===== src/rtl/skid_buffer.sv =====
// Two-entry valid/ready register slice. The upstream ready is a flop, so no
// combinational path runs from out_ready back to in_ready.
module skid_buffer #(
    parameter int WIDTH = 8
) (
    input  logic             clk,
    input  logic             reset,
    input  logic             in_valid,
    output logic             in_ready,
    input  logic [WIDTH-1:0] in_data,
    output logic             out_valid,
    input  logic             out_ready,
    output logic [WIDTH-1:0] out_data
);

    localparam logic [1:0] OCC_EMPTY = 2'd0;
    localparam logic [1:0] OCC_ONE   = 2'd1;
    localparam logic [1:0] OCC_FULL  = 2'd2;

    logic [1:0]       occ_reg;
    logic [1:0]       occ_next;
    logic [WIDTH-1:0] head_reg;
    logic [WIDTH-1:0] head_next;
    logic [WIDTH-1:0] skid_reg;
    logic [WIDTH-1:0] skid_next;
    logic             ready_reg;
    logic             push;
    logic             take;

    assign push = in_valid && ready_reg;
    assign take = (occ_reg != OCC_EMPTY) && out_ready;

    always_comb begin
        occ_next  = occ_reg;
        head_next = head_reg;
        skid_next = skid_reg;
        case (occ_reg)
            OCC_EMPTY: begin
                if (push) begin
                    head_next = in_data;
                    occ_next  = OCC_ONE;
                end
            end
            OCC_ONE: begin
                if (push && !take) begin
                    skid_next = in_data;
                    occ_next  = OCC_FULL;
                end else if (push && take) begin
                    head_next = in_data;
                end else if (take) begin
                    occ_next = OCC_EMPTY;
                end
            end
            OCC_FULL: begin
                // No push is possible here because ready_reg is low.
                if (take) begin
                    head_next = skid_reg;
                    occ_next  = OCC_ONE;
                end
            end
            default: begin
                occ_next = OCC_EMPTY;
            end
        endcase
    end

    always_ff @(posedge clk or negedge reset) begin
        if (!reset) begin
            occ_reg   <= OCC_EMPTY;
            head_reg  <= '0;
            skid_reg  <= '0;
            ready_reg <= 1'b1;
        end else begin
            occ_reg   <= occ_next;
            head_reg  <= head_next;
            skid_reg  <= skid_next;
            ready_reg <= (occ_next != OCC_FULL);
        end
    end

    assign in_ready  = ready_reg;
    assign out_valid = (occ_reg != OCC_EMPTY);
    assign out_data  = head_reg;

endmodule


===== src/rtl/fifo_stream_reader.sv =====
// Drains a first-word-fall-through FIFO into a registered valid/ready stream
// and counts delivered words.
module fifo_stream_reader #(
    parameter int DATA_WIDTH  = 8,
    parameter int COUNT_WIDTH = 16
) (
    input  logic                   clk,
    input  logic                   reset,
    input  logic                   fifo_empty,
    input  logic [DATA_WIDTH-1:0]  fifo_read_data,
    output logic                   fifo_read_en,
    output logic                   out_valid,
    input  logic                   out_ready,
    output logic [DATA_WIDTH-1:0]  out_data,
    output logic [COUNT_WIDTH-1:0] word_count
);

    logic                   buf_ready;
    logic                   buf_in_valid;
    logic [COUNT_WIDTH-1:0] count_reg;

    // Gating with reset keeps the pop strobe low for the whole reset window.
    assign buf_in_valid = reset && !fifo_empty;
    assign fifo_read_en = buf_in_valid && buf_ready;

    skid_buffer #(
        .WIDTH(DATA_WIDTH)
    ) u_skid (
        .clk      (clk),
        .reset    (reset),
        .in_valid (buf_in_valid),
        .in_ready (buf_ready),
        .in_data  (fifo_read_data),
        .out_valid(out_valid),
        .out_ready(out_ready),
        .out_data (out_data)
    );

    always_ff @(posedge clk or negedge reset) begin
        if (!reset) begin
            count_reg <= '0;
        end else if (out_valid && out_ready) begin
            count_reg <= count_reg + COUNT_WIDTH'(1);
        end
    end

    assign word_count = count_reg;

endmodule


===== config.mk =====
export PLATFORM = sky130hd
export DESIGN_NAME = fifo_stream_reader
export DESIGN_NICKNAME = d
export VERILOG_FILES = /design/src/rtl/skid_buffer.sv /design/src/rtl/fifo_stream_reader.sv
export SDC_FILE = /design/constraint.sdc
export NUM_CORES = 1
export LEC_CHECK = 0
export ABC_AREA = 0
export CORE_MARGIN = 2
export CORE_UTILIZATION = 44
export CTS_CLUSTER_DIAMETER = 50
export CTS_CLUSTER_SIZE = 12
export DETAILED_ROUTE_END_ITERATION = 8
export GPL_ROUTABILITY_DRIVEN = 0
export PLACE_DENSITY = 0.83
export SETUP_SLACK_MARGIN = 0.1
export SYNTH_ARGS = -nofsm -noshare
export SYNTH_HDL_FRONTEND = slang
export SYNTH_SLANG_ARGS = --single-unit

===== constraint.sdc =====
create_clock -name clk -period 1.24 [get_ports clk]
set_input_delay 0.372 -clock clk [delete_from_list [all_inputs] [get_ports clk]]
set_output_delay 0.372 -clock clk [all_outputs]
set_load 0.1 [all_outputs]

==> run_results.csv, run 1 <==
group,metric,value,unit
logic_synthesis,syn_area,1610,um2
clock_network,clock-sinks,35,
floorplanning,io_pins,38,
logic_synthesis,yosys-top-cells-count,"34 x dfrtp_1, 9 x o22ai_1",
place,place_hpwl,2900,um
clock_network,cts_hold_buf,0,
floorplanning,die_h,64.5,um
timing,worstEpCategory,"top-level output",
logic_synthesis,synth_cell_type_count,34,
clock_network,htree_num_levels,2,
logic_synthesis,yosysMostFrequentCell,"dfrtp_1",
outcome,failed_stage,"global routing (5_1_grt)",
clock_network,cts_root_buf,"clkbuf_4",
logic_synthesis,syn_avg_cell_area,12.6,um2
logic_synthesis,synth_edf_count,0,
place,portBuffers,37,
logic_synthesis,synth_warnings,0,
logic_synthesis,synth_seq_cells,35,
logic_synthesis,yosysTopAreaCellShare,52.9,%
global_route,grt_max_degree,30,
place,post_dp_cell_area,2660,um2
floorplanning,die_w,64.5,um
logic_synthesis,async_reset_ff_share,100,%
outcome,tool.error,"[ERROR DPL-0038] Utilization greater than 100%, impossible to legalize",
logic_synthesis,ys_seq_area_share,54.5,%
floorplanning,fp-row-count,21,
outcome,status,"stopped before the end",
logic_synthesis,syn-num-nets,141,
clock_network,tritoncts.num_buffers,5,
clock_network,cts.path.max_buffers,2,
place,pre_cts_slack,-0.688,ns
logic_synthesis,synth_top_cell_by_area,"dfrtp_1",
logic_synthesis,synthFlopType,"dfrtp_1",
timing,crit_endpoint,"fifo_read_en",
logic_synthesis,synthTopCellsByArea,"dfrtp_1 53%, mux2_4 7.5%, xnor2_1 4.4%",
floorplanning,start_util,47.1,%
logic_synthesis,syn_inst,128,
[cell families after synthesis]
group                    count (synthesis)  synth area share [%]
adder cells (fa/ha/maj)                  1                 0.777
AO/OA/AOI/OAI                           22                  10.3
XOR/XNOR                                15                  8.17
AND/OR/NAND/NOR                         32                  13.0
multiplexers                            10                  8.79
flip-flops                              35                  54.5
buffers and inverters                   13                  4.51
[per-stage QoR]
step                hold WS (ns)  instances
floorplan                 0.0764        128
global placement           0.433        240
detailed placement         0.450        240
CTS                       0.0697        276
[repair_timing]
action / in CTS
endpoints found under the setup margin: 61
gates resized for setup: 40
setup buffers: 28
pin swaps: 20
==> run 2: changes to the inputs <==
Settings changed: CORE_UTILIZATION 44 to 37, CTS_CLUSTER_DIAMETER 50 to not set, CTS_CLUSTER_SIZE 12 to not set, PLACE_DENSITY 0.83 to not set, PLACE_DENSITY_LB_ADDON set to 0.15, SETUP_SLACK_MARGIN 0.1 to not set.
Clock period 1.24 ns to 1.61 ns, I/O delays scaled along.
==> run 2 against run 1 <==
  * The flow now finishes, with violations (negative setup slack)
  * Synthesized cell count unchanged
  * Synthesized area unchanged
==> run_results.csv, run 2 <==
group,metric,value,unit
outcome,status,"finished with violations",
outcome,violations,"negative setup slack",
setup_path,end_kind,"primary output",
setup_path,path_max_fanout,2,
timing,hold_violations,0,
timing,drv_slew,0,
finish,n_antenna_cell,0,
global_route,antenna_found_initial,0,
place,place_hpwl,2550,um
logic_synthesis,synth_top_cell_by_area,"dfrtp_1",
logic_synthesis,syn_area,1610,um2
setup_path,critPathKind,"reg -> out",
global_route,grt_overflow_total,0,
place,portBuffers,37,
floorplanning,die_w,69.9,um
logic_synthesis,synth_warnings,0,
drt,routedWlPerCell,14.7,um
drt,ant_nets,0,
drt,num_vias,1153,
logic_synthesis,syn_avg_cell_area,12.6,um2
finish,final_core_util,61.8,%
floorplanning,core_region_area,4090,um2
clock_network,cts_tree,"built",
clock_network,cts_hold_buf,0,
clock_network,cts_root_buf,"clkbuf_8",
clock_network,tritoncts.num_buffers,5,
pwr,leakagePower,1.19,nW
finish,fillers,328,
global_route,grt_pass1_wl,6040,um
finish,layout_common_cells,"26 x buf_12, 20 x dfrtp_1, 11 x dfrtp_2, 10 x buf_4, 9 x o22ai_1",
timing,setup_viol,1,
pwr,p_total,4.11,mW
setup_path,critPathRequiredTime,1.13,ns
finish,final_nets,194,
logic_synthesis,syn-num-nets,141,
finish,area_growth,56.9,%
clock_network,worstSkewPairLatency,0.28,ns
floorplanning,io_pins,38,
timing,fin_crit_sh,104,%
logic_synthesis,yosys-top-cells-count,"34 x dfrtp_1, 9 x o22ai_1",
setup_path,startpoint_type,"flip-flop",
logic_synthesis,synth_edf_count,0,
floorplanning,start_util,39.4,%
drt,first_pass_iters,4,
global_route,grt_max_degree,29,
logic_synthesis,synthTopCellsByArea,"dfrtp_1 53%, mux2_4 7.5%, xnor2_1 4.4%",
clock_network,clock-sinks,35,
clock_network,clk_pin_slew,0.07,ns
logic_synthesis,synth_seq_cells,35,
logic_synthesis,syn_inst,128,
timing,fin_ws,-0.0576,ns
pwr,peakVddDrop,1.05,mV
logic_synthesis,yosysMostFrequentCell,"dfrtp_1",
logic_synthesis,yosysTopAreaCellShare,52.9,%
global_route,gr-usage-all-layers,15.5,%
timing,holdWs,0.0208,ns
clock_network,htree_num_levels,2,
timing,period_minus_slack,1.67,ns
setup_path,crit_arrival,1.18,ns
clock_network,cts.path.max_buffers,2,
logic_synthesis,synth_cell_type_count,34,
drt,drc_errors,0,
drt,dr.first_iter.drc_count,56,
drt,wirelength,3420,um
pwr,power_density,1630,nW/um2
timing,rsz0062_at_grt,"true",
logic_synthesis,synthFlopType,"dfrtp_1",
logic_synthesis,ys_seq_area_share,54.5,%
drt,via_per_inst,4.97,
timing,worst_pin_slew,0.345,ns
floorplanning,die_area,4890,um2
timing,fmax,600,MHz
timing,relSlewSlack,77.0,%
timing,finClkSkew,0.00177,ns
floorplanning,fp-row-count,23,
finish,largest_reg_flops,16,
logic_synthesis,async_reset_ff_share,100,%
finish,layout_commonest_cell,"buf_12",
floorplanning,die_h,69.9,um
global_route,grt_pass1_vias,1225,
run,maxCapViolCount,0,
timing,finalSetupTns,-0.0576,ns
worst_hold_path,hp-class,"in -> async",
finish,drive_above_1_share,47.8,%
==> run 2: worst max-delay path, stage by stage, from the launching register on <==
cell and delay, ns:
dfstp_2 0.54, nand2_2 0.06, nor2_4 0.12, buf_12 0.18
==> run 2: power by group <==
group          leakage [nW]  internal (mW)  switching [mW]
logic                 0.720          0.803            1.24
clock network        0.0515          0.391           0.306
registers             0.414           1.13           0.239
total                  1.19           2.33            1.79
==> run 2: kinds of logic (layout without fill, tap and decap cells) <==
family	count (synthesis)	after routing	synth area share, %
flip-flops	35	35	54.5
multiplexers	10	10	8.79
adder cells (fa/ha/maj)	1	1	0.777
buffers and inverters	13	67	4.51
XOR/XNOR	15	15	8.17
AO/OA/AOI/OAI	22	22	10.3
AND/OR/NAND/NOR	32	32	13.0
==> run 2: worst paths after layout <==
check | cells past startpoint | endpoint | slack (ns) | start
min | 1 | u_skid.occ_reg[1] | 0.02 | reset
min reg2reg | 1 | u_skid.skid_reg[2] | 0.52 | u_skid.skid_reg[2]
max in group asynchronous | 2 | word_count[0] | 0.99 | reset
min in group clk | 1 | u_skid.skid_reg[2] | 0.52 | u_skid.skid_reg[2]
max | 3 | fifo_read_en | -0.06 | u_skid.in_ready
max reg2reg | 7 | word_count[5] | 0.08 | u_skid.occ_reg[0]
==> run 2: per-stage QoR <==
step	worst slack (ns)	cell area, um2	instances
finish	-0.0576	2520	232
global route	-0.105	2520	232
CTS	-0.0985	2530	233
detailed placement	-0.409	2380	223
global placement	-0.326	2380	223
floorplan	0.00564	1640	128
==> run 2: repair_timing <==
| item | in CTS | in global routing |
|---|---|---|
| pin swaps | 3 | 3 |
| resized for setup | 11 | 1 |
| buffers inserted | 2 | 0 |
| setup endpoints to repair | 22 | 4 |
| endpoints found under the hold margin | 0 | 0 |
==> run 2: area by class of cell <==
cell class | instances | area [um2] | area share (%)
inverter | 9 | 33.8 | 1.34
sequential | 35 | 902 | 35.7
tap | 50 | 62.6 | 2.48
clock buffer | 8 | 100 | 3.96
timing repair buffer | 50 | 732 | 29.0
multi-input combinational | 80 | 694 | 27.5
==> run 2: per-layer routing <==
layer	share of wire, %	track usage, %	up-vias
met1	43	20.8	567
met5	0	0	-
met2	51	24.8	32
li1	-	-	547
met4	1.8	4.91	0
met3	4.5	3.75	7
Note: power is estimated with default switching activity, not from simulation.
